### config.mk
export PLATFORM = sky130hd
export DESIGN_NAME = cg_enable_ctrl_flat
export DESIGN_NICKNAME = d
export VERILOG_FILES = /design/src/rtl/cg_ctrl_pkg.sv /design/src/rtl/cg_enable_ctrl_if.sv /design/src/rtl/cg_sat_counter.sv /design/src/rtl/cg_enable_ctrl.sv /design/src/flat_wrapper.sv
export SDC_FILE = /design/constraint.sdc
export NUM_CORES = 1
export LEC_CHECK = 0
export ABC_AREA = 1
export CAP_MARGIN = 15
export CORE_MARGIN = 10
export CORE_UTILIZATION = 47
export DETAILED_ROUTE_END_ITERATION = 10
export GPL_TIMING_DRIVEN = 1
export PLACE_DENSITY_LB_ADDON = 0.3
export REMOVE_ABC_BUFFERS = 1
export SLEW_MARGIN = 0
export SYNTH_ARGS = -nofsm -noshare
export SYNTH_HDL_FRONTEND = slang
export SYNTH_SLANG_ARGS = --single-unit
### constraint.sdc
create_clock -name clk_i -period 4.2 [get_ports clk_i]
set_clock_uncertainty 0.15 [all_clocks]
set_input_delay 1.26 -clock clk_i [delete_from_list [all_inputs] [get_ports clk_i]]
set_output_delay 1.26 -clock clk_i [all_outputs]
set_load 0.03 [all_outputs]
### src/rtl/cg_ctrl_pkg.sv
// Shared types and constants for the clock-gate enable controller.
package cg_ctrl_pkg;

    typedef enum logic [1:0] {
        CG_RUN   = 2'd0,
        CG_COUNT = 2'd1,
        CG_SLEEP = 2'd2,
        CG_WAKE  = 2'd3
    } cg_state_e;

    localparam int CG_STATS_WIDTH = 32;

endpackage

### src/rtl/cg_enable_ctrl_if.sv
// Activity/request inputs and gate-control outputs of cg_enable_ctrl.
// Signal suffixes are from the controller's point of view (slave modport).
interface cg_enable_ctrl_if
    import cg_ctrl_pkg::*;
#(
    parameter int IDLE_CNT_WIDTH = 8
) ();

    logic                      busy_i;
    logic                      req_i;
    logic                      sleep_allow_i;
    logic [IDLE_CNT_WIDTH-1:0] idle_thresh_i;
    logic                      stats_clr_i;
    logic                      clk_en_o;
    logic                      ready_o;
    logic                      sleeping_o;
    logic [CG_STATS_WIDTH-1:0] sleep_cycles_o;

    modport master (
        output busy_i, req_i, sleep_allow_i, idle_thresh_i, stats_clr_i,
        input  clk_en_o, ready_o, sleeping_o, sleep_cycles_o
    );

    modport slave (
        input  busy_i, req_i, sleep_allow_i, idle_thresh_i, stats_clr_i,
        output clk_en_o, ready_o, sleeping_o, sleep_cycles_o
    );

endinterface

### src/rtl/cg_sat_counter.sv
// Generic clearable up-counter that holds at its all-ones value.
module cg_sat_counter #(
    parameter int WIDTH = 32
) (
    input  logic             clk_i,
    input  logic             rst_i,
    input  logic             clr_i,
    input  logic             inc_i,
    output logic [WIDTH-1:0] cnt_o
);

    logic [WIDTH-1:0] cnt_q, cnt_d;

    always_comb begin
        // NOTE: default assignment first so no path leaves cnt_d unassigned (no latch).
        cnt_d = cnt_q;
        if (clr_i) begin
            cnt_d = '0;
        end else if (inc_i && (cnt_q != '1)) begin
            cnt_d = cnt_q + 1'b1;
        end
    end

    // NOTE: sequential state uses non-blocking assignments only.
    always_ff @(posedge clk_i) begin
        if (rst_i) begin
            cnt_q <= '0;
        end else begin
            cnt_q <= cnt_d;
        end
    end

    assign cnt_o = cnt_q;

endmodule

### src/rtl/cg_enable_ctrl.sv
// Idle-detect / wake controller driving the clock-gate enable, on the ungated clock.
// Optional sleep-cycle statistics are built when CG_CTRL_STATS_EN is defined.
module cg_enable_ctrl
    import cg_ctrl_pkg::*;
#(
    parameter int IDLE_CNT_WIDTH = 8,
    parameter int WAKE_LAT       = 2
) (
    input logic             clk_i,
    input logic             rst_i,
    cg_enable_ctrl_if.slave ctrl
);

    localparam int WCNT_W = (WAKE_LAT > 1) ? $clog2(WAKE_LAT) : 1;
    localparam logic [WCNT_W-1:0] WCNT_LAST = WCNT_W'((WAKE_LAT > 0) ? WAKE_LAT - 1 : 0);

    cg_state_e                 state_q, state_d;
    logic [IDLE_CNT_WIDTH-1:0] icnt_q, icnt_d;
    logic [WCNT_W-1:0]         wcnt_q, wcnt_d;
    logic                      idle;

    assign idle = ctrl.sleep_allow_i & ~ctrl.busy_i & ~ctrl.req_i;

    always_comb begin
        state_d = state_q;
        icnt_d  = icnt_q;
        wcnt_d  = wcnt_q;
        unique case (state_q)
            CG_RUN: begin
                if (idle) begin
                    state_d = CG_COUNT;
                    icnt_d  = '0;
                end
            end
            CG_COUNT: begin
                // Activity has priority over a threshold match.
                if (!idle) begin
                    state_d = CG_RUN;
                    icnt_d  = '0;
                end else if (icnt_q >= ctrl.idle_thresh_i) begin
                    state_d = CG_SLEEP;
                end else begin
                    icnt_d = icnt_q + 1'b1;
                end
            end
            CG_SLEEP: begin
                if (!idle) begin
                    state_d = (WAKE_LAT == 0) ? CG_RUN : CG_WAKE;
                    wcnt_d  = '0;
                end
            end
            CG_WAKE: begin
                // Settle time runs to completion even if the block goes idle again.
                if (wcnt_q == WCNT_LAST) begin
                    state_d = CG_RUN;
                end else begin
                    wcnt_d = wcnt_q + 1'b1;
                end
            end
            default: state_d = CG_RUN;
        endcase
    end

    always_ff @(posedge clk_i) begin
        if (rst_i) begin
            state_q <= CG_RUN;
            icnt_q  <= '0;
            wcnt_q  <= '0;
        end else begin
            state_q <= state_d;
            icnt_q  <= icnt_d;
            wcnt_q  <= wcnt_d;
        end
    end

    // Outputs decode the state register only, so the enable never glitches mid-cycle.
    assign ctrl.clk_en_o   = (state_q != CG_SLEEP);
    assign ctrl.ready_o    = (state_q == CG_RUN) || (state_q == CG_COUNT);
    assign ctrl.sleeping_o = (state_q == CG_SLEEP);

`ifdef CG_CTRL_STATS_EN
    cg_sat_counter #(
        .WIDTH (CG_STATS_WIDTH)
    ) u_sleep_stats (
        .clk_i (clk_i),
        .rst_i (rst_i),
        .clr_i (ctrl.stats_clr_i),
        .inc_i (state_q == CG_SLEEP),
        .cnt_o (ctrl.sleep_cycles_o)
    );
`else
    logic unused_stats_clr;
    assign unused_stats_clr    = ctrl.stats_clr_i;
    assign ctrl.sleep_cycles_o = '0;
`endif

endmodule
### src/flat_wrapper.sv
// flat-port wrapper written by rule: the top's interface ports become plain ports
module cg_enable_ctrl_flat import cg_ctrl_pkg::*;
#(
    parameter int IDLE_CNT_WIDTH = 8,
    parameter int WAKE_LAT       = 2
)
  (clk_i, rst_i, ctrl_busy_i, ctrl_req_i, ctrl_sleep_allow_i, ctrl_idle_thresh_i, ctrl_stats_clr_i, ctrl_clk_en_o, ctrl_ready_o, ctrl_sleeping_o, ctrl_sleep_cycles_o);
  cg_enable_ctrl_if #(.IDLE_CNT_WIDTH(IDLE_CNT_WIDTH)) ctrl_i ();
  input logic clk_i;
  input logic rst_i;
  input wire logic [$bits(ctrl_i.busy_i)-1:0] ctrl_busy_i;
  input wire logic [$bits(ctrl_i.req_i)-1:0] ctrl_req_i;
  input wire logic [$bits(ctrl_i.sleep_allow_i)-1:0] ctrl_sleep_allow_i;
  input wire logic [$bits(ctrl_i.idle_thresh_i)-1:0] ctrl_idle_thresh_i;
  input wire logic [$bits(ctrl_i.stats_clr_i)-1:0] ctrl_stats_clr_i;
  output wire logic [$bits(ctrl_i.clk_en_o)-1:0] ctrl_clk_en_o;
  output wire logic [$bits(ctrl_i.ready_o)-1:0] ctrl_ready_o;
  output wire logic [$bits(ctrl_i.sleeping_o)-1:0] ctrl_sleeping_o;
  output wire logic [$bits(ctrl_i.sleep_cycles_o)-1:0] ctrl_sleep_cycles_o;
  assign ctrl_i.busy_i = ctrl_busy_i;
  assign ctrl_i.req_i = ctrl_req_i;
  assign ctrl_i.sleep_allow_i = ctrl_sleep_allow_i;
  assign ctrl_i.idle_thresh_i = ctrl_idle_thresh_i;
  assign ctrl_i.stats_clr_i = ctrl_stats_clr_i;
  assign ctrl_clk_en_o = ctrl_i.clk_en_o;
  assign ctrl_ready_o = ctrl_i.ready_o;
  assign ctrl_sleeping_o = ctrl_i.sleeping_o;
  assign ctrl_sleep_cycles_o = ctrl_i.sleep_cycles_o;
  cg_enable_ctrl #(.IDLE_CNT_WIDTH(IDLE_CNT_WIDTH), .WAKE_LAT(WAKE_LAT)) u_core (.clk_i(clk_i), .rst_i(rst_i), .ctrl(ctrl_i));
endmodule
# After elaboration in Yosys (flattened, before gate mapping)
# Cells that the tools add are included.
# Widths: inputs -> output; s select.
[totals]
latch_bits = 0
romBits = 0
elab_cells = 39
output_inout_bits = 35
regBits = 11
mem_count = 0
ramBits = 0
inputBits = 14
[classes]
add_sub_neg = 2
mux = 13
n_reduce_logical = 7
multipliers = 0
n_lt_le_gt_ge = 1
shifts = 0
bitwise = 4
eq_ne = 9
n_div = 0
[ops]
columns = ["operator", "count"]
rows = [
  ["$mux 8", 3],
  ["$pmux 8 s2", 1],
  ["$mux 2", 5],
  ["$add 8x1->8 const B", 1],
  ["$ge 8x8->1", 1],
  ["$pmux 2 s4", 1],
  ["$ne 3x3->1 const B", 2],
  ["$eq 2x2->1 const B", 2],
  ["$ne 2x1->1 const B", 2],
  ["$ne 2x2->1 const B", 2],
  ["$reduce_and 4->1", 1],
  ["$reduce_bool 2->1", 2],
  ["$reduce_and 3->1", 1],
  ["$and 1x1->1", 2],
  ["$eq 2x1->1 const B", 1],
  ["$logic_not 2->1", 1],
  ["$mux 1", 2],
  ["$not 1->1", 2],
  ["$pmux 1 s2", 1],
  ["$reduce_and 2->1", 1],
  ["$add 1x1->1 const B", 1],
  ["$logic_or 1x1->1", 1],
]

# Depth between registers and ports, before layout
[logic_depth]
depth_word = 5
mapped_depth = 14
ltp_nobuf = 14

# Worst setup path before layout
# OpenSTA, ideal clock, no wires.
[synth_timing]
path_kind = "input to register"
from = "input ctrl_idle_thresh_i[7]"
to = "register u_core.icnt_q[1]"
required_ns = 3.935
setup_ns = 0.115
path_buffers = 1
arrival_time_ns = 2.289
slack_ns = 1.646
path_stages = 10
cell_sequence = "inv_1 > ha_1 > a21o_1 > nor2_1 > nand2_2 > nand2_2 > buf_6 > nand3_1 > nand2_1 > nor2_1"
[synth_between]
elab_chain_cells = 3
[synth_rtl]
columns = ["element", "line_no", "rtl"]
rows = [
  ["from (decl)", "flat_wrapper.sv:14", "input wire logic [$bits(ctrl_i.idle_thresh_i)-1:0] ctrl_idle_thresh_i;"],
  ["$ge 8x8->1", "cg_enable_ctrl.sv:40", "end else if (icnt_q >= ctrl.idle_thresh_i) begin"],
  ["$ne 3x3->1 (no source line)", "-", ""],
  ["$reduce_and 3->1 (no source line)", "-", ""],
  ["to (signal assigned)", "cg_enable_ctrl.sv:71", "icnt_q <= icnt_d;"],
  ["to (decl)", "cg_enable_ctrl.sv:18", "logic [IDLE_CNT_WIDTH-1:0] icnt_q, icnt_d;"],
]
# Every way passes these cells.
# A chain may end at the register's enable or synchronous reset.

# Final worst setup path
[layout_timing]
from = "input ctrl_idle_thresh_i[3]"
to = "register u_core.icnt_q[2]"
# Same word-level chain as after synthesis.

==> results.md <==
- Initial core utilization: 0.496
- Final-report hold violation count: 0
- H-tree level count: 1
- ANT cells: 0
- Sw Share: 0.394
- Worst path cell trace: clkdlybuf4s50_1, inv_1, ha_1, nand2_1, nor2_1, nor2_1, nand2_1, nand2_1, nand2_2, nand2_2, nand2_1, nand2_1, a21oi_2
- Worst setup EP type: flop
- Final Net Count: 222
- CP max FO: 12
- Final instance area: 1290 sq um
- Largest net degree at the start of global routing: 13
- Share of post-route cells with drive strength above 1: 0.146
- Clk slew on worst S/H paths: around 80 ps
- Worst Path Required: 4200 ps
- P_int: 0.166 mW
- Final Slew Violations: 0
- I/O Buffers: 15
- Fmax achieved: 327 MHz
- GR Overflow Total: 0
- Final setup fails: 0
- Via count: 1062
- Std cell rows: 18
- Vias per Instance: 4.66
- Die height: 71.1 microns
- Hold Path Stages: 2
- Crit path DAT: 3060 ps
- Vias in the first global route: between 1000 and 1500
- Max-Cap Viols: 0
- Worst path slowest cell: clkdlybuf4s50_1
- Distinct cell type count after synthesis: 25
- Dominant register cell in the synthesized netlist: dfxtp_1
- WP buf/inv: 2
- Die Span X: 71.1 microns
- Post-CTS Setup Bufs: 0
- Drt first pass iters: 4
- Multi-input gate area in the final layout: between 700 and 800 sq um
- Cells after Synth: roughly 180
- DR iter-0 viols: 36
- Final WL: 2600 microns
- FF/Latch Area: 220 sq um
- Gpl congestion: about 0.89
- Initial antenna violation count: 0
- Power share of the sequential group: 0.406
- Hold/Removal Path Class: flop to flop
- Final Cycle Share: 0.728
- RSZ-0062 raised after global routing: false
- Clk Latency, worst-skew pair: 270 ps
- Power share of the clock group: 0.278
- Fillers: 245
- CTS max path bufs: 2
- Syn Std Cell Area: approximately 1200 sq um
- CTS resizes: 0
- Crit path time final: between 3000 and 4000 ps
- Share of flip-flops with an asynchronous set or reset: 0
- Register area share after synthesis: 0.179
- Max incr delay on CP: around 450 ps
- VDD IR max: 171 uV
- Synth Register Bits: 11
- Most used cell, CP: nand2_1
- Root buf cell: clkbuf_4
- # IOs: 49
- Top Family by Delay on Critical Path: simple AND/OR/NAND/NOR gates
- Die area: 5060 sq um
- CTS Hold Bufs: 0
- DR DRC count: 0
- First-pass GRT wire length: 4330 microns
- Static leakage: between 0.6 and 0.7 nW
- Synthesis Warnings: 0
- CP startpoint kind: primary input
- Core Box Area: 2480 sq um
- Layout overhead on the synthesized area: 5.19%
- EDFF count, synth: 0
- Logic pwr share: 0.316
- Critical path class: primary input to flop
- Mean routed wirelength per cell: 11.4 microns
- Half-perimeter wire length after placement: roughly 2200 microns
- Synthesized area per cell: 6.71 sq um
- Number of clock sinks: 11
- CP Depth: 13
- GRT Resource Usage Total: 0.0989
- Final hold slack: 362 ps
- Net switching power: ~0.11 mW
- Total CTS buffers: 3
- Post-route antenna net violation count: 0
- Final TNS setup: 0 ps
- Commonest non-fill, non-tap cells in the layout: nand2_1 (32), conb_1 (32), inv_1 (23)
- Status: finished, final reports clean
- Placed inst area: 1270 sq um
- CTS tree: done
- Reg2Reg Depth: 12
- Power per Cell Area: 212 nW/um^2
==> synthesized netlist by cell type (2+ instances only) <==
cell type   n  share of area
a21oi_2     5          0.036
o21bai_1    2          0.012
nor2_1     18          0.055
nand2_2     5          0.025
nand3_2     6          0.049
dfxtp_1    11           0.18
nor3_1      2         0.0081
a21oi_1     6          0.024
ha_1        9          0.092
nor2_2      3          0.015
o21ai_0     3          0.012
nand3_1    12          0.049
inv_2       4          0.012
buf_4      32           0.20
buf_6       2          0.018
nand2_1    32          0.098
inv_1      23          0.070
==> cells by family (layout without fill, tap and decap cells) <==
group | Yosys count | after routing | share of synthesized area
compound gates | 17 | 17 | 0.0906
simple gates | 82 | 82 | 0.329
other cells | 1 | 32 | 0.00305
buf+inv | 62 | 46 | 0.299
flops | 11 | 11 | 0.179
fa+ha+maj | 9 | 9 | 0.0917
xor+xnor | 1 | 1 | 0.00713
==> power by group through the flow <==
stage               combinational [mW]  clock (mW)  sequential [mW]
floorplan                       0.0656           0            0.112
global placement                0.0828           0            0.113
detailed placement              0.0850           0            0.113
CTS                             0.0852      0.0766            0.111
global route                    0.0952      0.0828            0.112
finish                          0.0865      0.0761            0.111
==> path summary, 6_finish.rpt <==
kind	from	end	slack, ps
worst min register to register	u_core.wcnt_q$_SDFFE_PP0P_	u_core.wcnt_q$_SDFFE_PP0P_	360
worst max-delay path	ctrl_idle_thresh_i[3]	u_core.icnt_q[2]$_SDFFE_PP0P_	1140
worst max register to register	u_core.icnt_q[0]$_SDFFE_PP0P_	u_core.icnt_q[2]$_SDFFE_PP0P_	2190
worst min-delay path	u_core.wcnt_q$_SDFFE_PP0P_	u_core.wcnt_q$_SDFFE_PP0P_	360
==> tightest hold or removal path: cells and delay by family (launching register included) <==
kind            cells  cell delay [ps]
compound gates      2              140
flops               1              330
==> through the flow <==
step,std cells,setup WS [ps],util,power (mW)
6_report,228,1140,0.522,0.274
4_1_cts,228,1130,0.522,0.273
3_3_place_gp,224,880,0.511,0.196
3_5_place_dp,224,840,0.511,0.198
2_1_floorplan,179,1550,-,0.178
5_1_grt,228,980,0.522,0.290
==> metal layers <==
| metal | routed length [microns] | vias to the layer above | global-route usage |
|---|---|---|---|
| li1 | - | 536 | - |
| met1 | 1100 | 482 | 0.103 |
| met2 | 1330 | 40 | 0.179 |
| met3 | 155 | 4 | 0.0335 |
| met4 | 25 | 0 | 0.0344 |
| met5 | 0 | - | 0 |
==> state kept, by name, summed over array words and instances (netlist names), named ones only <==
name	cells
u_core.icnt_q	8
u_core.state_q	1
u_core.wcnt_q	1
==> final cells by class <==
class / instances / share of cell area
clock buffers: 4 / 0.0203
multi-input cells: 141 / 0.586
inverters: 27 / 0.0784
well taps: 30 / 0.0290
flip-flops and latches: 11 / 0.170
repair buffers: 15 / 0.116
Note: power is estimated with default switching activity, not from simulation.
